<file path="src/rtl/data_mem_arb_pkg.sv">
// Shared types and constants for the data RAM arbiter.
package data_mem_arb_pkg;

  typedef enum logic [1:0] {
    S_IDLE   = 2'd0,
    S_ACCESS = 2'd1,
    S_WAIT   = 2'd2,
    S_RESP   = 2'd3
  } arb_state_t;

  localparam logic PORT_CPU = 1'b0;
  localparam logic PORT_AUX = 1'b1;

  localparam logic [31:0] DEFAULT_BASE_ADDR = 32'h1000_0000;

endpackage

</file>
<file path="src/rtl/rr_arbiter2.sv">
// Combinational 2-way grant picker.
// DATA_MEM_ARB_FIXED_PRIO_EN selects fixed CPU priority; otherwise round-robin.
module rr_arbiter2
  import data_mem_arb_pkg::*;
(
  input  logic [1:0] req_i,
  input  logic       last_i,
  output logic       gnt_o
);

`ifdef DATA_MEM_ARB_FIXED_PRIO_EN
  // CPU always wins; the last-served input has no meaning here
  logic unused_last;
  assign unused_last = last_i;
  assign gnt_o = req_i[PORT_CPU] ? PORT_CPU : (req_i[PORT_AUX] ? PORT_AUX : PORT_CPU);
`else
  // Contention goes to the port not served last; otherwise the sole requester
  assign gnt_o = (&req_i) ? ~last_i : req_i[PORT_AUX];
`endif

endmodule

</file>
<file path="src/rtl/data_mem_arbiter.sv">
// Two-port arbiter/sequencer for the single-port data RAM.
// Optional build macro: DATA_MEM_ARB_FIXED_PRIO_EN (fixed CPU priority, no last-served pointer).
module data_mem_arbiter
  import data_mem_arb_pkg::*;
#(
  parameter int          ADDR_WIDTH  = 12,
  parameter int          DATA_WIDTH  = 32,
  parameter logic [31:0] BASE_ADDR   = DEFAULT_BASE_ADDR,
  parameter int          RAM_LATENCY = 1
) (
  input  logic                  clk,
  input  logic                  rst,
  input  logic                  req0,
  input  logic                  req1,
  input  logic                  wren0,
  input  logic                  wren1,
  input  logic [31:0]           addr0,
  input  logic [31:0]           addr1,
  input  logic [DATA_WIDTH-1:0] wdata0,
  input  logic [DATA_WIDTH-1:0] wdata1,
  output logic                  ack0,
  output logic                  ack1,
  output logic [DATA_WIDTH-1:0] rdata0,
  output logic [DATA_WIDTH-1:0] rdata1,
  output logic                  err0,
  output logic                  err1,
  output logic [ADDR_WIDTH-1:0] ram_address,
  output logic [DATA_WIDTH-1:0] ram_data,
  output logic                  ram_wren,
  input  logic [DATA_WIDTH-1:0] ram_q,
  output logic                  busy
);

  localparam logic [32:0] WIN_BYTES = 33'd4 << ADDR_WIDTH;
  localparam logic [1:0]  WAIT_INIT = 2'(RAM_LATENCY - 1);

  arb_state_t state_q, state_d;
  logic                  win_q, wren_q, oow_q, busy_q;
  logic [ADDR_WIDTH-1:0] addr_q;
  logic [DATA_WIDTH-1:0] wdata_q, rdata0_q, rdata1_q;
  logic [1:0]            cnt_q;
  logic                  ack0_q, ack1_q, err0_q, err1_q;
  logic                  gnt, last_srv;

  rr_arbiter2 u_arb (
    .req_i  ({req1, req0}),
    .last_i (last_srv),
    .gnt_o  (gnt)
  );

  // Winner's request fields and byte-to-word translation
  logic [31:0] sel_addr, off;
  logic        sel_wren, sel_oow;
  logic [DATA_WIDTH-1:0] sel_wdata;
  assign sel_addr  = gnt ? addr1  : addr0;
  assign sel_wren  = gnt ? wren1  : wren0;
  assign sel_wdata = gnt ? wdata1 : wdata0;
  assign off       = sel_addr - BASE_ADDR;
  assign sel_oow   = (sel_addr < BASE_ADDR) || ({1'b0, off} >= WIN_BYTES);

`ifdef DATA_MEM_ARB_FIXED_PRIO_EN
  assign last_srv = PORT_AUX;
`else
  logic last_q;
  // Last-served pointer; reset value makes the CPU port next in line
  always_ff @(posedge clk or posedge rst) begin
    if (rst)                   last_q <= PORT_AUX;
    else if (state_q == S_RESP) last_q <= win_q;
  end
  assign last_srv = last_q;
`endif

  // Next-state decode: in-window reads detour through WAIT
  always_comb begin
    state_d = state_q;
    case (state_q)
      S_IDLE:   if (req0 || req1) state_d = S_ACCESS;
      S_ACCESS: state_d = (!wren_q && !oow_q) ? S_WAIT : S_RESP;
      S_WAIT:   if (cnt_q == 2'd0) state_d = S_RESP;
      S_RESP:   state_d = S_IDLE;
      default:  state_d = S_IDLE;
    endcase
  end

  // State register, request latch, wait counter and registered responses
  always_ff @(posedge clk or posedge rst) begin
    if (rst) begin
      state_q  <= S_IDLE;
      win_q    <= PORT_CPU;
      wren_q   <= 1'b0;
      oow_q    <= 1'b0;
      addr_q   <= '0;
      wdata_q  <= '0;
      cnt_q    <= 2'd0;
      busy_q   <= 1'b0;
      ack0_q   <= 1'b0;
      ack1_q   <= 1'b0;
      err0_q   <= 1'b0;
      err1_q   <= 1'b0;
      rdata0_q <= '0;
      rdata1_q <= '0;
    end else begin
      state_q <= state_d;
      busy_q  <= (state_d != S_IDLE);
      ack0_q  <= 1'b0;
      ack1_q  <= 1'b0;
      err0_q  <= 1'b0;
      err1_q  <= 1'b0;
      case (state_q)
        S_IDLE: if (req0 || req1) begin
          win_q   <= gnt;
          wren_q  <= sel_wren;
          wdata_q <= sel_wdata;
          addr_q  <= off[ADDR_WIDTH+1:2];
          oow_q   <= sel_oow;
        end
        S_ACCESS: begin
          cnt_q <= WAIT_INIT;
          if (!wren_q && oow_q) begin
            if (win_q == PORT_AUX) rdata1_q <= '0;
            else                   rdata0_q <= '0;
          end
        end
        S_WAIT: begin
          if (cnt_q == 2'd0) begin
            if (win_q == PORT_AUX) rdata1_q <= ram_q;
            else                   rdata0_q <= ram_q;
          end else begin
            cnt_q <= cnt_q - 2'd1;
          end
        end
        default: ;
      endcase
      if (state_d == S_RESP) begin
        if (win_q == PORT_AUX) begin
          ack1_q <= 1'b1;
          err1_q <= oow_q;
        end else begin
          ack0_q <= 1'b1;
          err0_q <= oow_q;
        end
      end
    end
  end

  // RAM strobes decoded from state; write only in ACCESS and only in-window
  always_comb begin
    ram_address = '0;
    ram_data    = '0;
    ram_wren    = 1'b0;
    if (state_q == S_ACCESS) begin
      ram_address = addr_q;
      ram_data    = wdata_q;
      ram_wren    = wren_q & ~oow_q;
    end else if (state_q == S_WAIT) begin
      ram_address = addr_q;
    end
  end

  assign ack0   = ack0_q;
  assign ack1   = ack1_q;
  assign err0   = err0_q;
  assign err1   = err1_q;
  assign rdata0 = rdata0_q;
  assign rdata1 = rdata1_q;
  assign busy   = busy_q;

endmodule
</file>
<file path="config.mk">
export PLATFORM = sky130hd
export DESIGN_NAME = data_mem_arbiter
export DESIGN_NICKNAME = d
export VERILOG_FILES = /design/src/rtl/data_mem_arb_pkg.sv /design/src/rtl/rr_arbiter2.sv /design/src/rtl/data_mem_arbiter.sv
export SDC_FILE = /design/constraint.sdc
export NUM_CORES = 1
export LEC_CHECK = 0
export ABC_AREA = 0
export CELL_PAD_IN_SITES_DETAIL_PLACEMENT = 1
export CELL_PAD_IN_SITES_GLOBAL_PLACEMENT = 1
export CORE_UTILIZATION = 49
export DETAILED_ROUTE_END_ITERATION = 6
export DONT_BUFFER_PORTS = 1
export GPL_ROUTABILITY_DRIVEN = 0
export GPL_TIMING_DRIVEN = 1
export PLACE_DENSITY_LB_ADDON = 0.1
export SETUP_SLACK_MARGIN = 0.05
export SLEW_MARGIN = 30
export SYNTH_ARGS = -nofsm -noshare
export SYNTH_HDL_FRONTEND = slang
export SYNTH_SLANG_ARGS = --single-unit
</file>
<file path="constraint.sdc">
create_clock -name clk -period 7 [get_ports clk]
set_clock_uncertainty 0.1 [all_clocks]
set_input_delay 1.4 -clock clk [delete_from_list [all_inputs] [get_ports clk]]
set_output_delay 1.4 -clock clk [all_outputs]
set_load 0.03 [all_outputs]
</file>
==> results.json, run 1 <==
{
  "outcome": "completed",
  "antenna_found_initial": 0,
  "groute.usage.overall_pct": 25.1,
  "irDropWorstVdd_v": 0.000248,
  "crit_path_top_delay_cell": "nor2_1",
  "postCtsHoldBufs": 0,
  "worstPathRequired_ns": 5.50,
  "drt_iter0_markers": 133,
  "antenna_cells": 0,
  "rr_endpoint": "rdata0[31]$_DFFE_PP0P_",
  "period_share_pct": 56.5,
  "vias_per_cell": 5.61,
  "fin_tns_setup_ns": 0,
  "synth_warnings": 0,
  "syn_area_per_cell_um2": 9.96,
  "synthCells": 552,
  "clkSlewWorstSetupHoldPaths_ns": 0.06,
  "clock_path_buffers": 2,
  "design_area_um2": 6140,
  "worst-path-stages": 5,
  "worstPathArrival_ns": 2.45,
  "grt_pass1_wl_um": 21700,
  "ys_async_sr_fraction_pct": 100,
  "synth_top_area_cell": "dfrtp_1",
  "cp_max_fo": 38,
  "final_hold_viol_count": 0,
  "wl_per_cell_um": 20.6,
  "crit_path_end": "ram_address[10]",
  "critPathKind": "reg -> out",
  "dr.pass1.iters": 4,
  "yosysTopAreaCellShare_pct": 54.6,
  "synth-seq-cells": 121,
  "cp_top_family": "simple AND/OR/NAND/NOR gates",
  "postCtsSetupBuffers": 0,
  "core_area_um2": 10900,
  "clock-sinks": 121,
  "die_w_um": 108,
  "period_needed_ns": 3.95,
  "yosysUniqueCellTypes": 34,
  "relSlewSlack_pct": 44.2,
  "min_path_type": "reg -> reg",
  "worst_pin_slew_ns": 0.834,
  "synthesis.nets": 724,
  "h-tree-depth": 4,
  "path_cells": "inv_1, ha_1, buf_4, nor2_1, nor2b_1",
  "synth_ff_type": "dfrtp_1",
  "grt_pass1_vias": 4163,
  "drc": 0,
  "final_antenna_net_count": 0,
  "overflow": 0,
  "reg2reg_setup_slack_ns": 4.23,
  "r2r_cells": 7,
  "hpwl_um": 9780,
  "final_nets": 715,
  "placed_cell_area_um2": 5510,
  "num_vias": 3894,
  "synth_common_cells": "nand2_1 (144), dfrtp_1 (120), o21ai_0 (65)",
  "grt_max_degree": 70,
  "portBuffers": 0,
  "cts-root-buf": "clkbuf_8",
  "finalMaxSlewViolations": 0,
  "power_density_nw_per_um2": 560,
  "synth.most_common_cell": "nand2_1",
  "fmax_ghz": 0.253,
  "crit_path_end_kind": "output port",
  "setup_viol": 0,
  "cts_resized": 0,
  "critical_path.startpoint": "state_q[1]$_DFF_PP0_",
  "areaGrowthSynthToFinish_pct": 11.6,
  "cp-start-kind": "flip-flop",
  "initial_utilization_pct": 50.5,
  "p_leak_nw": 2.81,
  "ios": 280,
  "synth_edf_count": 0,
  "dpl_worst_slack_ns": 3.56,
  "drive_gt1_share_pct": 9.03,
  "synthesis.area_um2": 5500,
  "yosysSeqAreaShare_pct": 55.1,
  "r2r-start": "state_q[0]$_DFF_PP0_",
  "path_buf_inv": 2,
  "cts_made_buffers": 17,
  "dieHeight_um": 108,
  "dieArea_um2": 11700,
  "cts_tree": "built",
  "slowest_delay_ns": 0.67,
  "placementRows": 38,
  "drt_wl_total_um": 14300,
  "rsz0062_at_grt": "false",
  "synth_area_leaders": "dfrtp_1 (55%), nand2_1 (9.8%), mux2i_1 (8.4%), o21ai_0 (5.9%), o21ai_1 (4.3%)",
  "insertion_delay_ns": 0.52,
  "drv_cap": 0,
  "setup_slack_ns": 3.05
}
-- stage by stage --
| step | cells | power, W | hold WS, ns | utilization (%) |
|---|---|---|---|---|
| 2_1_floorplan | 552 | 0.00238 | 0.342 | - |
| 3_3_place_gp | 663 | 0.00251 | 0.357 | 50.6 |
| 3_5_place_dp | 663 | 0.00257 | 0.362 | 50.6 |
| 4_1_cts | 693 | 0.00348 | 0.375 | 56.1 |
| 5_1_grt | 694 | 0.00366 | 0.405 | 56.4 |
| 6_report | 694 | 0.00344 | 0.369 | 56.4 |
-- area by class of cell --
class                   count  area (µm²)
well taps                 140         175
clock inverters            10         150
flip-flops and latches    121        3030
repair buffers              8        80.1
clock buffers              20         445
inverters                   7        28.8
fillers                  1227        4750
multi-input cells         388        2230
-- worst register-to-register path, stage by stage, from the launching register on --
cell	delay (ns)
dfrtp_1	0.42
inv_1	0.19
ha_1	0.23
buf_4	0.38
mux2_2	0.45
o211ai_4	0.09
buf_4	0.52
o21ai_0	0.23
-- state kept, by name, indices dropped and copies added, names as in the netlist --
signal / flops
rdata0: 32
rdata1: 32
wdata_q: 32
addr_q: 12
cnt_q: 2
state_q: 2
ack0: 1
ack1: 1
busy: 1
err0: 1
err1: 1
last_q: 1
oow_q: 1
win_q: 1
wren_q: 1
-- layout by cell type, fill, tap and decap left out, types with 2 or more instances in the layout --
master     netlist  routed
clkinv_2         0       6
mux2i_1         46      46
and4_1           2       2
nand4_1          2       2
nor2_1           5       5
o211ai_4         2       2
inv_1            6       5
clkbuf_8         0       3
o21ai_1         47      46
and3_1           2       2
nor3_1           2       2
nor4b_1          2       2
nand2_1        144     144
ha_1             6       6
o21ai_0         65      65
nor2b_1         13      13
and2_1          32      32
clkbuf_16        0      16
buf_4            7       7
nor4_1           6       6
mux2_2           3       3
dfrtp_1        120     120
bufinv_16        0       4
-- power breakdown --
part / switching [W] / leakage (nW) / internal, W
combinational: 0.000773 / 0.941 / 0.000290
clock: 0.000299 / 0.300 / 0.000589
sequential: 0.000496 / 1.57 / 0.000993
total: 0.00157 / 2.81 / 0.00187
-- per-layer routing --
layer / global-route usage (%) / share of wire, % / up-vias
li1: - / - / 1827
met1: 26.3 / 36 / 1878
met2: 44.8 / 54 / 168
met3: 9.64 / 8.7 / 21
met4: 10.7 / 1.8 / 0
met5: 0 / 0 / -
-- logic make-up (layout without fill, tap and decap cells) --
| family | after synthesis | in the layout | share of synthesized area [%] |
|---|---|---|---|
| and+or+nand+nor | 214 | 214 | 17.8 |
| DFF | 121 | 121 | 55.1 |
| AOI/OAI and AO/OA | 118 | 118 | 11.9 |
| muxes | 49 | 49 | 8.99 |
| buffers and inverters | 43 | 45 | 4.75 |
| adders and majority gates | 6 | 6 | 1.36 |
| xor gates and xnor gates | 1 | 1 | 0.159 |
-- worst min-delay path by stage --
stage,start,end,slack (ns),depth (start not counted)
after floorplan,addr_q[0]$_DFFE_PP0P_,addr_q[0]$_DFFE_PP0P_,0.34,2
after global placement,wdata_q[30]$_DFFE_PP0P_,wdata_q[30]$_DFFE_PP0P_,0.36,2
after detailed placement,wdata_q[23]$_DFFE_PP0P_,wdata_q[23]$_DFFE_PP0P_,0.36,2
after CTS,wdata_q[16]$_DFFE_PP0P_,wdata_q[16]$_DFFE_PP0P_,0.37,2
after global routing,wdata_q[23]$_DFFE_PP0P_,wdata_q[23]$_DFFE_PP0P_,0.40,2
final,wdata_q[23]$_DFFE_PP0P_,wdata_q[23]$_DFFE_PP0P_,0.37,2
Note: power is estimated with default switching activity, not from simulation.
==> run 2, diff against run 1 <==
CORE_UTILIZATION = 46   (was 49)
clock period = 3.91 ns   (was 7 ns; I/O delays follow)
==> results.json, run 2 (same netlist as run 1, synthesis figures left out) <==
{
  "outcome": "finished, violations left",
  "violations": "DRC",
  "postCtsHoldBufs": 0,
  "final-seq-area_um2": 3030,
  "cp_top_family": "buffers and inverters",
  "irDropWorstVdd_v": 0.000364,
  "drv_cap": 0,
  "areaGrowthSynthToFinish_pct": 13.2,
  "final_nets": 731,
  "setup_slack_ns": 0.983,
  "slowest_delay_ns": 0.39,
  "multiInputGateArea_um2": 2230,
  "wl_met2_um": 7500,
  "period_share_pct": 74.9,
  "postCtsSetupBuffers": 0,
  "wl_per_cell_um": 19.8,
  "cp_max_fo": 30,
  "wl_met3_um": 1200,
  "relSlewSlack_pct": 48.3,
  "setup_viol": 0,
  "period_needed_ns": 2.93,
  "final_antenna_net_count": 0,
  "critPathKind": "reg -> out",
  "crit_path_top_delay_cell": "dfrtp_1",
  "crit_path_end_kind": "output port",
  "min_path_type": "in -> async",
  "rsz0062_at_grt": "false",
  "dpl_worst_slack_ns": 1.14,
  "dieArea_um2": 12400,
  "worstPathRequired_ns": 3.03,
  "fin_tns_setup_ns": 0,
  "hpwl_um": 10100,
  "overflow": 0,
  "cts_tree": "built",
  "clock-sinks": 121,
  "ios": 280,
  "placed_cell_area_um2": 5680,
  "core_area_um2": 11500,
  "cp-start-kind": "flip-flop",
  "finalMaxSlewViolations": 0,
  "grt_pass1_wl_um": 22600,
  "drive_gt1_share_pct": 11.1,
  "groute.usage.overall_pct": 23.8,
  "antenna_cells": 0,
  "dr.pass1.iters": 7,
  "clock_path_buffers": 2,
  "drt_wl_total_um": 14100,
  "path_buf_inv": 2,
  "power_density_nw_per_um2": 989,
  "dieHeight_um": 111,
  "grt_pass1_vias": 4245,
  "design_area_um2": 6230,
  "initial_utilization_pct": 47.8,
  "p_leak_nw": 2.86,
  "die_w_um": 111,
  "cts_made_buffers": 17,
  "final_cell_mix": "nand2_1 (144), dfrtp_1 (120), o21ai_0 (65), o21ai_1 (46), mux2i_1 (46)",
  "path_cells": "inv_1, ha_1, buf_4, and2_1",
  "num_vias": 3924,
  "filler_cell_count": 1271,
  "final_hold_viol_count": 0,
  "placementRows": 39,
  "worst_pin_slew_ns": 0.773,
  "fmax_ghz": 0.342,
  "m1WireLength_um": 5190,
  "cts_resized": 0,
  "drc": 30,
  "worstPathArrival_ns": 2.04,
  "clkSlewWorstSetupHoldPaths_ns": 0.05,
  "cts-root-buf": "clkbuf_16",
  "antenna_found_initial": 0,
  "insertion_delay_ns": 0.41,
  "drt_iter0_markers": 255,
  "portBuffers": 0,
  "vias_per_cell": 5.52,
  "grt_max_degree": 67,
  "final_common_cell": "nand2_1",
  "routed.top_layer": "met4",
  "h-tree-depth": 4
}
run 2: through the flow:
| stage | std cells | utilization, % | total power [W] | hold WS (ns) |
|---|---|---|---|---|
| global route | 711 | 54.1 | 0.00657 | 0.256 |
| global placement | 682 | 49.1 | 0.00460 | 0.355 |
| detailed placement | 683 | 49.3 | 0.00476 | 0.364 |
| floorplan | 552 | - | 0.00425 | 0.342 |
| CTS | 711 | 54.1 | 0.00624 | 0.235 |
| finish | 711 | 54.1 | 0.00616 | 0.231 |
run 2: where the power goes:
part           leakage [nW]  switching, W  internal (W)  total (W)
logic                  1.02       0.00142      0.000638    0.00205
clock network         0.271      0.000502      0.000941    0.00144
registers              1.57      0.000884       0.00178    0.00266
total                  2.86       0.00280       0.00336    0.00616
run 2: final cells by class:
type,count,share of cell area (%)
multi-input combinational,388,35.8
clock inverter,3,0.643
sequential,121,48.6
clock buffer,25,8.12
timing repair buffer,24,3.42
tap,143,2.87
inverter,7,0.482
run 2: path summary, 6_finish.rpt:
path	startpoint	endpoint	slack [ns]	depth (start not counted)
worst min-delay path	rst	wdata_q[16]$_DFFE_PP0P_	0.23	1
min in group clk	wdata_q[27]$_DFFE_PP0P_	wdata_q[27]$_DFFE_PP0P_	0.37	2
max in group asynchronous	rst	last_q$_DFFE_PP1N_	2.66	2
worst min register to register	wdata_q[27]$_DFFE_PP0P_	wdata_q[27]$_DFFE_PP0P_	0.37	2
worst max-delay path	state_q[1]$_DFF_PP0_	ram_data[11]	0.98	4
worst max register to register	state_q[0]$_DFF_PP0_	rdata0[5]$_DFFE_PP0P_	1.13	7
run 2: per-layer routing:
metal  global-route usage [%]  vias up
met5                        0        -
met4                     9.82        0
met3                     9.74       16
met2                     41.6      156
met1                     25.6     1890
li1                         -     1862
